File: src/rtl/serial_rx_fifo_pkg.sv
// Shared definitions for the 8N1 serial receiver: frame geometry,
// oversampling constants and receiver FSM state encodings.
package serial_rx_fifo_pkg;

  localparam int BITS       = 8;
  localparam int OVERSAMPLE = 4;
  localparam int TICK_W     = $clog2(OVERSAMPLE);
  localparam int BIT_W      = $clog2(BITS);

  // Mid start bit is two ticks after the edge was seen; later bits are one full period apart.
  localparam logic [TICK_W-1:0] START_SAMPLE_TICK = TICK_W'(OVERSAMPLE / 2 - 1);
  localparam logic [TICK_W-1:0] LAST_TICK         = TICK_W'(OVERSAMPLE - 1);
  localparam logic [BIT_W-1:0]  LAST_BIT          = BIT_W'(BITS - 1);

  typedef enum logic [2:0] {
    ST_IDLE,
    ST_START,
    ST_DATA,
    ST_STOP,
    ST_BREAK
  } rx_state_e;

endpackage

File: src/rtl/serial_rx_fifo_fifo.sv
// Byte FIFO with combinational head output; NUM must be a power of two >= 2.
// Writes when full and reads when empty are ignored.
module serial_rx_fifo_fifo
  import serial_rx_fifo_pkg::*;
#(
  parameter int NUM = 64
) (
  input  logic            clk,
  input  logic            reset,
  input  logic            write_strobe,
  input  logic [BITS-1:0] write_data,
  input  logic            read_strobe,
  output logic [BITS-1:0] read_data,
  output logic            data_available,
  output logic            space_available
);

  localparam int AW = $clog2(NUM);

  logic [BITS-1:0] mem_q [NUM];
  logic [AW-1:0]   wr_ptr_q, wr_ptr_d;
  logic [AW-1:0]   rd_ptr_q, rd_ptr_d;
  logic [AW:0]     count_q, count_d;
  logic            do_write, do_read;

  assign data_available  = (count_q != '0);
  assign space_available = (count_q != (AW + 1)'(NUM));
  assign do_write        = write_strobe & space_available;
  assign do_read         = read_strobe & data_available;
  assign read_data       = mem_q[rd_ptr_q];

  // NOTE: every signal assigned in always_comb gets a default first, so no path can infer a latch.
  always_comb begin
    wr_ptr_d = wr_ptr_q;
    rd_ptr_d = rd_ptr_q;
    count_d  = count_q;
    if (do_write) wr_ptr_d = wr_ptr_q + 1'b1;
    if (do_read)  rd_ptr_d = rd_ptr_q + 1'b1;
    case ({do_write, do_read})
      2'b10:   count_d = count_q + 1'b1;
      2'b01:   count_d = count_q - 1'b1;
      default: count_d = count_q;
    endcase
  end

  // NOTE: sequential state uses non-blocking assignments so all flops update together at the edge.
  always_ff @(posedge clk) begin
    if (reset) begin
      wr_ptr_q <= '0;
      rd_ptr_q <= '0;
      count_q  <= '0;
    end else begin
      wr_ptr_q <= wr_ptr_d;
      rd_ptr_q <= rd_ptr_d;
      count_q  <= count_d;
    end
  end

  // NOTE: storage is deliberately not reset; the pointers and count alone define which entries are valid.
  always_ff @(posedge clk) begin
    if (do_write) mem_q[wr_ptr_q] <= write_data;
  end

endmodule

File: src/rtl/serial_rx_fifo.sv
// 8N1 serial receiver oversampled by a baud_x4 strobe, feeding a byte FIFO.
// Overflow and framing errors are reported as sticky flags.
module serial_rx_fifo
  import serial_rx_fifo_pkg::*;
#(
  parameter int NUM = 64
) (
  input  logic            clk,
  input  logic            reset,
  input  logic            baud_x4,
  input  logic            serial,
  output logic [BITS-1:0] read_data,
  input  logic            read_strobe,
  output logic            data_available,
  output logic            overflow,
  output logic            framing_error,
  input  logic            error_clear
);

  rx_state_e         state_q, state_d;
  logic [TICK_W-1:0] tick_q, tick_d;
  logic [BIT_W-1:0]  bit_q, bit_d;
  logic [BITS-1:0]   shift_q, shift_d;
  logic              push_q, push_d;
  logic              overflow_q, overflow_d;
  logic              framing_error_q, framing_error_d;
  logic              rx_meta_q, rx_s_q;
  logic              space_available;
  logic              stop_tick;

  always_ff @(posedge clk) begin
    if (reset) begin
      rx_meta_q       <= 1'b1;
      rx_s_q          <= 1'b1;
      state_q         <= ST_IDLE;
      tick_q          <= '0;
      bit_q           <= '0;
      shift_q         <= '0;
      push_q          <= 1'b0;
      overflow_q      <= 1'b0;
      framing_error_q <= 1'b0;
    end else begin
      rx_meta_q       <= serial;
      rx_s_q          <= rx_meta_q;
      state_q         <= state_d;
      tick_q          <= tick_d;
      bit_q           <= bit_d;
      shift_q         <= shift_d;
      push_q          <= push_d;
      overflow_q      <= overflow_d;
      framing_error_q <= framing_error_d;
    end
  end

  always_comb begin
    state_d = state_q;
    tick_d  = tick_q;
    bit_d   = bit_q;
    shift_d = shift_q;
    if (baud_x4) begin
      case (state_q)
        ST_IDLE: begin
          if (!rx_s_q) begin
            state_d = ST_START;
            tick_d  = '0;
          end
        end
        ST_START: begin
          if (tick_q == START_SAMPLE_TICK) begin
            // A line back high at mid start bit was only a glitch.
            if (rx_s_q) begin
              state_d = ST_IDLE;
            end else begin
              state_d = ST_DATA;
              bit_d   = '0;
              tick_d  = '0;
            end
          end else begin
            tick_d = tick_q + 1'b1;
          end
        end
        ST_DATA: begin
          tick_d = tick_q + 1'b1;
          if (tick_q == LAST_TICK) begin
            shift_d = {rx_s_q, shift_q[BITS-1:1]};
            tick_d  = '0;
            if (bit_q == LAST_BIT) state_d = ST_STOP;
            else                   bit_d   = bit_q + 1'b1;
          end
        end
        ST_STOP: begin
          tick_d = tick_q + 1'b1;
          if (tick_q == LAST_TICK) begin
            tick_d  = '0;
            state_d = rx_s_q ? ST_IDLE : ST_BREAK;
          end
        end
        ST_BREAK: begin
          // Hold off until the line returns high so a held-low line never restarts a frame.
          if (rx_s_q) state_d = ST_IDLE;
        end
        default: state_d = ST_IDLE;
      endcase
    end
  end

  always_comb begin
    stop_tick       = baud_x4 && (state_q == ST_STOP) && (tick_q == LAST_TICK);
    push_d          = stop_tick & rx_s_q;
    // A new error in the same cycle as error_clear keeps the flag set.
    overflow_d      = (overflow_q & ~error_clear) | (push_q & ~space_available);
    framing_error_d = (framing_error_q & ~error_clear) | (stop_tick & ~rx_s_q);
  end

  assign overflow      = overflow_q;
  assign framing_error = framing_error_q;

  serial_rx_fifo_fifo #(.NUM(NUM)) u_fifo (
    .clk             (clk),
    .reset           (reset),
    .write_strobe    (push_q & space_available),
    .write_data      (shift_q),
    .read_strobe     (read_strobe & data_available),
    .read_data       (read_data),
    .data_available  (data_available),
    .space_available (space_available)
  );

endmodule

File: config.mk
export PLATFORM = sky130hd
export DESIGN_NAME = serial_rx_fifo
export DESIGN_NICKNAME = d
export VERILOG_FILES = /design/src/rtl/serial_rx_fifo_pkg.sv /design/src/rtl/serial_rx_fifo_fifo.sv /design/src/rtl/serial_rx_fifo.sv
export SDC_FILE = /design/constraint.sdc
export NUM_CORES = 1
export LEC_CHECK = 0
export ABC_CLOCK_PERIOD_IN_PS = 7700
export CELL_PAD_IN_SITES_DETAIL_PLACEMENT = 0
export CELL_PAD_IN_SITES_GLOBAL_PLACEMENT = 1
export CORE_UTILIZATION = 50
export DETAILED_ROUTE_END_ITERATION = 10
export PLACE_DENSITY = 0.77
export RECOVER_POWER = 50
export SYNTH_ARGS = -nofsm -noshare
export SYNTH_HDL_FRONTEND = slang
export SYNTH_HIERARCHICAL = 1
export SYNTH_SLANG_ARGS = --single-unit
File: constraint.sdc
create_clock -name clk -period 7.7 [get_ports clk]
set_input_delay 1.54 -clock clk [delete_from_list [all_inputs] [get_ports clk]]
set_output_delay 1.54 -clock clk [all_outputs]
set_load 0.05 [all_outputs]
After elaboration in Yosys (flattened, before gate mapping)

Memories as Yosys holds them, arrays and structs flattened. A register that Yosys moved wholly into a read port is not among the register bits.
Index checks and enable logic that the tools add are counted.

Register bits after elaboration: 40
RAM bits: 512
Input port bits: 6
Word-level logic and storage cells: 86
Memories: 1

Memories:

| memory       | words | bits a word | rd ports | clocked after Yosys merged registers in | write ports | line                      | source |
|---|---|---|---|---|---|---|---|
| u_fifo.mem_q | 64    | 8           | 1        | 1                                       | 1           | serial_rx_fifo_fifo.sv:20 | `logic [BITS-1:0] mem_q [NUM];` |

Add/subtract/negate cells: 6
Eq/ne operators: 18
Mux-type cells: 23
Bitwise gates (word level): 14
Reduce and logical (&&, ||, !) cells: 12

Operators by type and width:

| cell                                              | count |
|---|---|
| 2-to-1 mux 3 bit                                  | 11 |
| inequality test 2 bit (second input constant)     | 8 |
| case mux 3 bit (5 select lines)                   | 1 |
| case mux 7 bit (2 select lines)                   | 1 |
| adder 6 x 1 -> 6 bit (second input constant)      | 2 |
| 2-to-1 mux 6 bit                                  | 2 |
| bitwise AND 1 bit                                 | 9 |
| 2-to-1 mux 2 bit                                  | 4 |
| adder 7 x 1 -> 7 bit (second input constant)      | 1 |
| inequality test 7 bit (second input constant)     | 1 |
| AND reduction 7 bit                               | 1 |
| nonzero test 7 bit                                | 1 |
| subtractor 7 x 1 -> 7 bit (second input constant) | 1 |
| == test 3 x 2 -> 1 bit (second input constant)    | 2 |
| == test 3 bit (second input constant)             | 2 |
| case mux 2 bit (3 select lines)                   | 1 |
| case mux 3 bit (2 select lines)                   | 1 |
| AND reduction 6 bit                               | 1 |
| == test 2 x 1 -> 1 bit (second input constant)    | 2 |
| == test 2 bit (second input constant)             | 2 |
| nonzero test 2 bit                                | 2 |
| adder 3 x 1 -> 3 bit (second input constant)      | 1 |
| == test 3 x 1 -> 1 bit (second input constant)    | 1 |
| logical NOT 3 bit                                 | 1 |
| other kinds (9)                                   | 14 |

Logic depth before layout (Yosys ltp)

Gate-level depths: netlist of the first run.

Depth after elaboration: 5
Gate-level depth with buffers: 16
Gate-level depth less buffers: 14

Hierarchy

Netlist of the first run, hierarchy kept.

By module, submodules not included:

| module              | instances | cells each | area each (um^2) |
|---|---|---|---|
| serial_rx_fifo_fifo | 1         | 1068       | 21341.7 |
| serial_rx_fifo      | 1         | 111        | 1011.0 |

Least setup slack after synthesis of the first run

Ideal clock, no wire load.

Path type: input-to-reg
From: in read_strobe
To: reg u_fifo.count_q[4]
Library setup time: 0.121 ns
Arrival time: 3.985 ns
Required time: 7.579 ns
Path slack: 3.594 ns
Cell stages on the path: 12
Cell sequence: and2_1 > inv_1 > a31oi_1 > ha_1 > buf_2 > xor2_1 > ha_1 > a21oi_1 > o21ai_0 > a211oi_1 > mux2i_1 > mux2_2

Cells in the longest elaborated chain, start to end: 4
Elaborated cells on any way between the ends: 6
Classes of those cells: 2 x eq/ne; 1 x mux; 2 x bitwise; 1 x reduce/logical

Ends and longest elaborated chain:

| element                                                                      | line                      | source |
|---|---|---|
| from (decl)                                                                  | serial_rx_fifo.sv:13      | `input logic read_strobe,` |
| bitwise AND 1 bit (*)                                                        | serial_rx_fifo.sv:123     | `.read_strobe (read_strobe & data_available),` |
| bitwise AND 1 bit (*)                                                        | serial_rx_fifo_fifo.sv:29 | `assign do_read = read_strobe & data_available;` |
| == test 2 x 1 -> 1 bit / == test 2 bit (equally long branches)               | serial_rx_fifo_fifo.sv:39 | `case ({do_write, do_read})` |
| case mux 7 bit (2 select lines) / nonzero test 2 bit (equally long branches) | -                         |  |
| to (signal assigned)                                                         | serial_rx_fifo_fifo.sv:55 | `count_q <= count_d;` |
| to (decl)                                                                    | serial_rx_fifo_fifo.sv:23 | `logic [AW:0] count_q, count_d;` |

Every way passes the cells marked *; elsewhere a longest branch is shown, timed or not.
A chain may end at the register's enable or synchronous reset.

==> flow_metrics.tcl, run 1 <==
set metrics [dict create \
    clk_pin_slew_ns 0.06 \
    synth_cell_type_count 60 \
    drtPass1Iterations 9 \
    crit_path_end_kind "output pin" \
    max_freq_mhz 159 \
    syn_area_mm2 0.0224 \
    hold_viol_final 0 \
    htreeDepth 2 \
    viasPerCell 6.03 \
    syn_avg_cell_area_um2 19.0 \
    period_needed_ns 6.27 \
    synth_flop_cell "edfxtp_1" \
    die_h_um 213 \
    cts-resized-gates 0 \
    preCtsSetupSlack_ns 1.97 \
    die_w_um 213 \
    drv_slew 496 \
    via_count 11100 \
    setup_viol 0 \
    die_area_mm2 0.0456 \
    clock_latency_ns 0.60 \
    worstReg2RegStart "u_fifo/count_q[2]$_SDFFE_PP0P_" \
    drive_above_1_share 0.179 \
    antenna_cells 0 \
    fin_area_mm2 0.0248 \
    cts_setup_buffers 0 \
    ys_warn_count 6 \
    startpoint_type "register" \
    dr.first_iter.drc_count 1124 \
    synthCells 1179 \
    pwr_density_cell_mw_per_mm2 241 \
    grt_pass1_wl_um 69800 \
    grt_max_degree 73 \
    cts_hold_buffers 0 \
    drc 0 \
    wire_per_inst_um 25.5 \
    ys_seq_area_frac 0.729 \
    ant_nets 0 \
    crit_end "read_data[5]" \
    cts_root_buf "clkbuf_16" \
    hold_slack_ns 0.408 \
    fin_skew_ns 0.0179 \
    r2r_cells 13 \
    reg2reg_to "u_fifo/count_q[6]$_SDFFE_PP0P_" \
    drt-total-wl_um 46900 \
    antenna_found_initial 1 \
    synth-edff-count 512 \
    drv_cap 9 \
    relSlewSlack -1.07 \
    track_usage 0.212 \
    fin_nets 1221 \
    rows 77 \
    synth-seq-cells 558 \
    hold_class "register to register" \
    syn_nets 1195 \
    cts-buffers-inserted 56 \
    place_area_mm2 0.0230 \
    irDropWorstVdd_mv 0.179 \
    outcome "complete, but fails checks" \
    fin_util 0.562 \
    core_area_mm2 0.0441 \
    syn_to_final_growth_pct 10.8 \
    cts.sinks 558 \
    numPortBuffers 16 \
    failed_checks "capacitance limit, slew limit" \
    grt_remaining_overflow 0 \
    rrSetupSlack_ns 3.73 \
    path_max_fanout 52 \
    cts_tree "built" \
    async_flop_share 0 \
    setup_tns_ns 0 \
    grt_setup_unrepaired "no" \
    crit_arrival_ns 4.73 \
    hpwlAfterDp_um 27900 \
    power.leakage_nw 7.52 \
    worst_pin_slew_ns 3.11 \
    critical_path_class "register to output pin" \
    required_ns 6.16 \
    start_util 0.507 \
    fin_crit_sh 0.814 \
    grt_pass1_vias 10900 \
    n_fill_cell 3358 \
    io_pins 17 \
    place_congestion 0.846 \
    cts.path.max_buffers 3 \
    worst_slack_ns 1.43 \
]
## cell usage in the layout (no fill, tap or decap), types with 16 or more instances in the layout
cell,synthesis,layout
o21ai_0,28,28
mux4_2,108,108
nor2b_1,17,17
dfxtp_1,46,39
mux2i_1,45,45
a21oi_1,22,22
nand2_1,25,25
nor2_1,116,116
clkinv_1,0,16
clkbuf_1,18,20
clkbuf_16,0,57
mux4_1,20,20
edfxtp_1,512,512
## cells by family (layout without fill, tap and decap cells)
| family | count (synthesis) | after routing | share of synthesized area |
|---|---|---|---|
| buffers and inverters | 76 | 149 | 0.0215 |
| xor gates and xnor gates | 13 | 13 | 0.00509 |
| AOI/OAI and AO/OA | 104 | 104 | 0.0293 |
| and+or+nand+nor | 230 | 230 | 0.0494 |
| DFF | 558 | 558 | 0.729 |
| muxes | 188 | 188 | 0.160 |
| adders and majority gates | 10 | 10 | 0.00560 |
## critical path, stage by stage, from the launching register on
cell and delay, ns:
dfxtp_4 0.95, buf_4 0.70, mux4_1 0.65, mux2i_1 0.26
a211oi_1 0.12, o21ai_0 0.38, o21ai_1 0.22, clkdlybuf4s50_1 0.75
## worst min-delay path by stage
stage | start | endpoint | slack [ns] | cells after the start
after CTS | rx_meta_q$_SDFF_PP1_ | rx_s_q$_SDFF_PP1_ | 0.41 | 1
final | rx_meta_q$_SDFF_PP1_ | rx_s_q$_SDFF_PP1_ | 0.41 | 1
after detailed placement | rx_meta_q$_SDFF_PP1_ | rx_s_q$_SDFF_PP1_ | 0.39 | 1
after global placement | rx_meta_q$_SDFF_PP1_ | rx_s_q$_SDFF_PP1_ | 0.40 | 1
after global routing | rx_meta_q$_SDFF_PP1_ | rx_s_q$_SDFF_PP1_ | 0.43 | 1
after floorplan | rx_meta_q$_SDFF_PP1_ | rx_s_q$_SDFF_PP1_ | 0.39 | 1
## sequential cells by signal, summed over array words and instances, names as in the netlist, named ones only
register / count
u_fifo/count_q: 7
rx_meta_q: 1
shift_q: 8
state_q: 3
tick_q: 2
u_fifo/mem_q: 512
push_q: 1
bit_q: 3
framing_error: 1
u_fifo/rd_ptr_q: 6
overflow: 1
u_fifo/wr_ptr_q: 6
rx_s_q: 1
## final cells by class
class	instances	area (µm²)	share of cell area
Sequential cell	558	16300	0.658
Multi-Input combinational cell	545	5580	0.225
Clock buffer	69	1470	0.0594
Tap cell	592	741	0.0299
Clock inverter	36	358	0.0144
Timing Repair Buffer	32	275	0.0111
Inverter	12	45.0	0.00182
## routing by layer
layer / track usage / part of all wire / up-vias
li1: - / - / 4799
met1: 0.299 / 0.42 / 5804
met2: 0.335 / 0.48 / 432
met3: 0.0401 / 0.075 / 84
met4: 0.0709 / 0.028 / 2
met5: 0 / 0.00036 / -
## per-stage QoR
stage,std cells,power [mW]
2_1_floorplan,1179,3.33
3_3_place_gp,1739,3.34
3_5_place_dp,1739,3.34
4_1_cts,1844,6.01
5_1_grt,1844,6.13
6_report,1844,5.97
## report_power, final
| group | internal [mW] | total, mW | switching (mW) |
|---|---|---|---|
| Sequential | 3.26 | 3.26 | 0.00180 |
| Clock | 1.59 | 2.70 | 1.11 |
| Combinational | 0.00607 | 0.0144 | 0.00837 |
| Total | 4.85 | 5.97 | 1.12 |
## synthesized netlist by cell type (all sizes together) (12+ instances only)
cell type | count | area [µm²]
a21oi | 22 | 110
mux2i | 45 | 450
mux4 | 128 | 2960
dfxtp | 46 | 921
nor3 | 13 | 76.3
buf | 46 | 368
nand2b | 13 | 81.3
o22ai | 12 | 75.1
nand2 | 26 | 100
o21ai | 35 | 175
inv | 12 | 45.0
edfxtp | 512 | 15400
nor2 | 116 | 435
mux2 | 15 | 169
nor2b | 17 | 106
clkbuf | 18 | 67.6
No activity file was read; power rests on OpenSTA's default activity.
==> inputs of run 2 (changes only) <==
- ABC_CLOCK_PERIOD_IN_PS: 7700 -> 5100
- PLACE_DENSITY: 0.77 -> 0.8
- clock period: 7.7 -> 5.1 ns (I/O delays scaled with it)
==> run 2 against run 1 <==
Against the previous run:
- the flow still finishes with violations (capacitance limit, slew limit)
- clock skew about the same
- via count about the same
- non-clock buffer count increased by 10
- cell count increased by 0.11%
- sequential share of layout area increased by 0.33 points
- total power increased by 44%
- routed wire length increased by 0.69%
- die area unchanged
- hold slack about the same
- setup slack got worse by 1.2 ns
- largest power group unchanged
==> flow_metrics.tcl, run 2 (synthesis results as in run 1) <==
set metrics [dict create \
    layout_commonest_cell "edfxtp_1" \
    total_power_mw 8.62 \
    required_ns 4.08 \
    r2r_cells 14 \
    drt-total-wl_um 47300 \
    setup_viol 0 \
    critical_path_class "register to output pin" \
    grt_setup_unrepaired "no" \
    relSlewSlack -1.12 \
    outcome "complete, but fails checks" \
    grt_pass1_vias 11100 \
    hpwlAfterDp_um 28200 \
    cts.path.max_buffers 3 \
    drive_above_1_share 0.182 \
    cp_slowest_cell "dfxtp_4" \
    cts_hold_buffers 0 \
    fin_nets 1228 \
    clk_pin_slew_ns 0.06 \
    power.leakage_nw 7.75 \
    irDropWorstVdd_mv 0.269 \
    crit_chain "buf_4, mux4_2, mux2i_1, a221o_1, o21ai_1, clkdlybuf4s50_1" \
    htreeDepth 2 \
    die_h_um 213 \
    cts_setup_buffers 0 \
    io_pins 17 \
    grt_max_degree 67 \
    hold_viol_final 0 \
    preCtsSetupSlack_ns 0.737 \
    worstReg2RegStart "u_fifo/count_q[2]$_SDFFE_PP0P_" \
    regMostFlops "u_fifo/mem_q" \
    viasPerCell 6.03 \
    place_congestion 0.826 \
    cts_root_buf "clkbuf_16" \
    dr.first_iter.drc_count 1037 \
    min_from "rx_meta_q$_SDFF_PP1_" \
    wire_per_inst_um 25.6 \
    hold_end "rx_s_q$_SDFF_PP1_" \
    drc 0 \
    worst_slack_ns 0.184 \
    cts-buffers-inserted 53 \
    track_usage 0.214 \
    crit_arrival_ns 3.90 \
    layout_common_cells "edfxtp_1, nor2_1, mux4_2" \
    cts-resized-gates 0 \
    multiInputGateArea_mm2 0.00558 \
    n_fill_cell 3365 \
    critical-path-max-stage-delay_ns 0.79 \
    largest_reg_flops 512 \
    cts.sinks 558 \
    fin_skew_ns 0.0180 \
    crit_path_end_kind "output pin" \
    max_freq_mhz 203 \
    core_area_mm2 0.0441 \
    rows 77 \
    cts_tree "built" \
    path_max_fanout 36 \
    die_area_mm2 0.0456 \
    via_count 11100 \
    reg.largest.list "u_fifo/mem_q x512, shift_q x8, u_fifo/count_q x7" \
    clock_latency_ns 0.59 \
    die_w_um 213 \
    period_needed_ns 4.92 \
    drv_cap 9 \
    setup_tns_ns 0 \
    grt_pass1_wl_um 70800 \
    regArea_mm2 0.0163 \
    ant_nets 0 \
    holdPathStages 1 \
    reg2reg_to "u_fifo/count_q[6]$_SDFFE_PP0P_" \
    antenna_found_initial 0 \
    hold_slack_ns 0.408 \
    startpoint_type "register" \
    rrSetupSlack_ns 1.30 \
    drv_slew 512 \
    pwr_density_cell_mw_per_mm2 350 \
    numPortBuffers 16 \
    start_util 0.507 \
    worst_pin_slew_ns 3.17 \
    failed_checks "capacitance limit, slew limit" \
    fin_crit_sh 0.964 \
    hold_class "register to register" \
    grt_remaining_overflow 0 \
    drtPass1Iterations 6 \
    syn_to_final_growth_pct 10.3 \
]
[run 2: cell count changes in the layout (fill, tap and decap cells not counted), sizes merged]
cell,change
buf,+10
bufinv,-5
clkinvlp,-4
clkbuf,+3
inv,-2
clkinv,-1
diode,+1
[run 2: where the power goes]
group,internal (mW),total (mW),switching [mW]
Combinational,0.00926,0.0221,0.0129
Sequential,4.92,4.92,0.00270
Clock,2.06,3.68,1.62
Total,6.99,8.62,1.63
[run 2: critical path, delay by kind of cell, from the launching register on]
| kind | cells | cell delay (ns) |
|---|---|---|
| compound gates | 2 | 0.38 |
| buf+inv | 2 | 1.22 |
| mux | 2 | 0.86 |
| flops | 1 | 0.79 |
[run 2: cell type report]
type                            count  area share
Sequential cell                   558       0.662
Multi-Input combinational cell    545       0.226
Clock buffer                       72      0.0580
Tap cell                          592      0.0300
Timing Repair Buffer               42      0.0147
Clock inverter                     24     0.00756
Inverter                           12     0.00183
Antenna cell                        1    0.000102
[run 2: metrics by stage]
step,instance area (µm²),util,instances
after floorplan,22400,-,1179
after global placement,23100,0.523,1749
after detailed placement,23100,0.523,1749
after CTS,24700,0.559,1845
after global routing,24600,0.559,1845
final,24700,0.559,1846
[run 2: how the worst max path moves through the flow]
stage	depth (start not counted)	slack, ns	end	startpoint
floorplan	15	1.33	u_fifo/count_q[4]$_SDFFE_PP0P_	u_fifo/count_q[1]$_SDFFE_PP0P_
global placement	6	0.77	read_data[2]	register
detailed placement	6	0.74	read_data[2]	register
CTS	6	0.11	read_data[2]	register
global route	6	0.04	read_data[2]	register
finish	6	0.18	read_data[2]	register
[run 2: layer usage]
layer | routed length (µm) | part of all wire | up-vias | track usage
li1 | - | - | 4824 | -
met1 | 20000 | 0.42 | 5820 | 0.299
met2 | 22900 | 0.48 | 402 | 0.341
met3 | 3100 | 0.066 | 86 | 0.0423
met4 | 1220 | 0.026 | 0 | 0.0687
met5 | 0 | 0 | - | 0
==> inputs of run 3 (changes only) <==
- CTS_CLUSTER_DIAMETER: unset -> 50
==> run 3 against run 2 <==
Against the previous run:
- first-iteration DRC count grew 10%
- largest power group unchanged
- the flow still finishes with violations (capacitance limit, slew limit)
- die area is the same
- fmax is essentially flat
- setup slack lost 0.0012 ns
- hold slack gained 0.0054 ns
==> flow_metrics.tcl, run 3 (synthesis results as in run 1) <==
set metrics [dict create \
    layout_commonest_cell "edfxtp_1" \
    critical_path_class "register to output pin" \
    grt_max_degree 67 \
    die_area_mm2 0.0456 \
    cts_root_buf "clkbuf_16" \
    required_ns 4.08 \
    fin_skew_ns 0.0300 \
    io_pins 17 \
    die_w_um 213 \
    drtPass1Iterations 5 \
    fin_crit_sh 0.964 \
    worst_pin_slew_ns 3.13 \
    hold_viol_final 0 \
    startpoint_type "register" \
    use_met1 0.299 \
    cts-buffers-inserted 54 \
    start_util 0.507 \
    antenna_cells 0 \
    max_freq_mhz 203 \
    track_usage 0.215 \
    cts-resized-gates 0 \
    met3_usage 0.0432 \
    pwr_density_cell_mw_per_mm2 353 \
    clk_pin_slew_ns 0.06 \
    die_h_um 213 \
    grtUsageMet2 0.343 \
    fin_nets 1229 \
    wire_per_inst_um 25.6 \
    cts_tree "built" \
    grt-busiest-layer "met2" \
    grt_remaining_overflow 0 \
    hold_class "register to register" \
    crit_arrival_ns 3.90 \
    outcome "complete, but fails checks" \
    hpwlAfterDp_um 28200 \
    setup_viol 0 \
    setup_tns_ns 0 \
    place_congestion 0.826 \
    grt_pass1_wl_um 71000 \
    drt-total-wl_um 47300 \
    core_area_mm2 0.0441 \
    period_needed_ns 4.92 \
    reg.largest.list "u_fifo/mem_q x512, shift_q x8, u_fifo/count_q x7" \
    syn_to_final_growth_pct 10.5 \
    cts.path.max_buffers 3 \
    largest_reg_flops 512 \
    viasPerCell 5.98 \
    power.leakage_nw 7.77 \
    irDropWorstVdd_mv 0.252 \
    cts_setup_buffers 0 \
    clock_latency_ns 0.61 \
    grt_pass1_vias 11100 \
    relSlewSlack -1.09 \
    rows 77 \
    hold_slack_ns 0.414 \
    ant_nets 0 \
    dr.first_iter.drc_count 1143 \
    cts_hold_buffers 0 \
    holdPathStages 1 \
    numPortBuffers 16 \
    failed_checks "capacitance limit, slew limit" \
    antenna_found_initial 0 \
    layout_common_cells "edfxtp_1, nor2_1, mux4_2" \
    crit_path_end_kind "output pin" \
    cts.sinks 558 \
    path_max_fanout 36 \
    regMostFlops "u_fifo/mem_q" \
    drc 0 \
    drive_above_1_share 0.186 \
    r2r_cells 7 \
    drv_slew 511 \
    grt_setup_unrepaired "no" \
    htreeDepth 2 \
    via_count 11100 \
    n_fill_cell 3361 \
    drv_cap 9 \
]
run 3: worst max-delay path, stage by stage (launching register included):
cell and delay (ns):
dfxtp_4 0.79, mux4_1 0.73, mux2i_1 0.32, a211oi_1 0.12, o21ai_0 0.45, o21ai_1 0.14
clkdlybuf4s50_1 0.73
run 3: path summary, 6_finish.rpt:
check | start | end | slack [ns]
min | rx_meta_q$_SDFF_PP1_ | rx_s_q$_SDFF_PP1_ | 0.41
max reg2reg | u_fifo/count_q[2]$_SDFFE_PP0P_ | u_fifo/mem_q[63][2]$_DFFE_PP_ | 1.29
max | register | read_data[7] | 0.18
min reg2reg | rx_meta_q$_SDFF_PP1_ | rx_s_q$_SDFF_PP1_ | 0.41
run 3: per-layer routing:
| layer | part of all wire | vias up |
|---|---|---|
| met4 | 0.026 | 0 |
| met2 | 0.48 | 401 |
| li1 | - | 4828 |
| met1 | 0.42 | 5732 |
| met3 | 0.068 | 91 |
| met5 | 0 | - |
run 3: where the power goes:
part	switching (mW)	leakage (nW)	internal, mW
Combinational	0.0129	1.80	0.00926
Clock	1.66	0.808	2.11
Sequential	0.00273	5.16	4.92
run 3: through the flow:
stage	area [µm²]	util	std cells	power (mW)	setup slack, ns
2_1_floorplan	22400	-	1179	5.03	1.33
3_3_place_gp	23100	0.523	1749	5.04	0.773
3_5_place_dp	23100	0.523	1749	5.04	0.737
4_1_cts	24700	0.561	1848	8.77	0.129
5_1_grt	24700	0.560	1848	8.94	0.0543
6_report	24700	0.560	1848	8.72	0.183
run 3: layout make-up:
class | instances | area (µm²) | share of cell area
inverters | 12 | 45.0 | 0.00182
flip-flops and latches | 558 | 16300 | 0.660
multi-input cells | 545 | 5580 | 0.226
repair buffers | 42 | 363 | 0.0147
clock inverters | 25 | 214 | 0.00866
clock buffers | 74 | 1460 | 0.0590
well taps | 592 | 741 | 0.0300
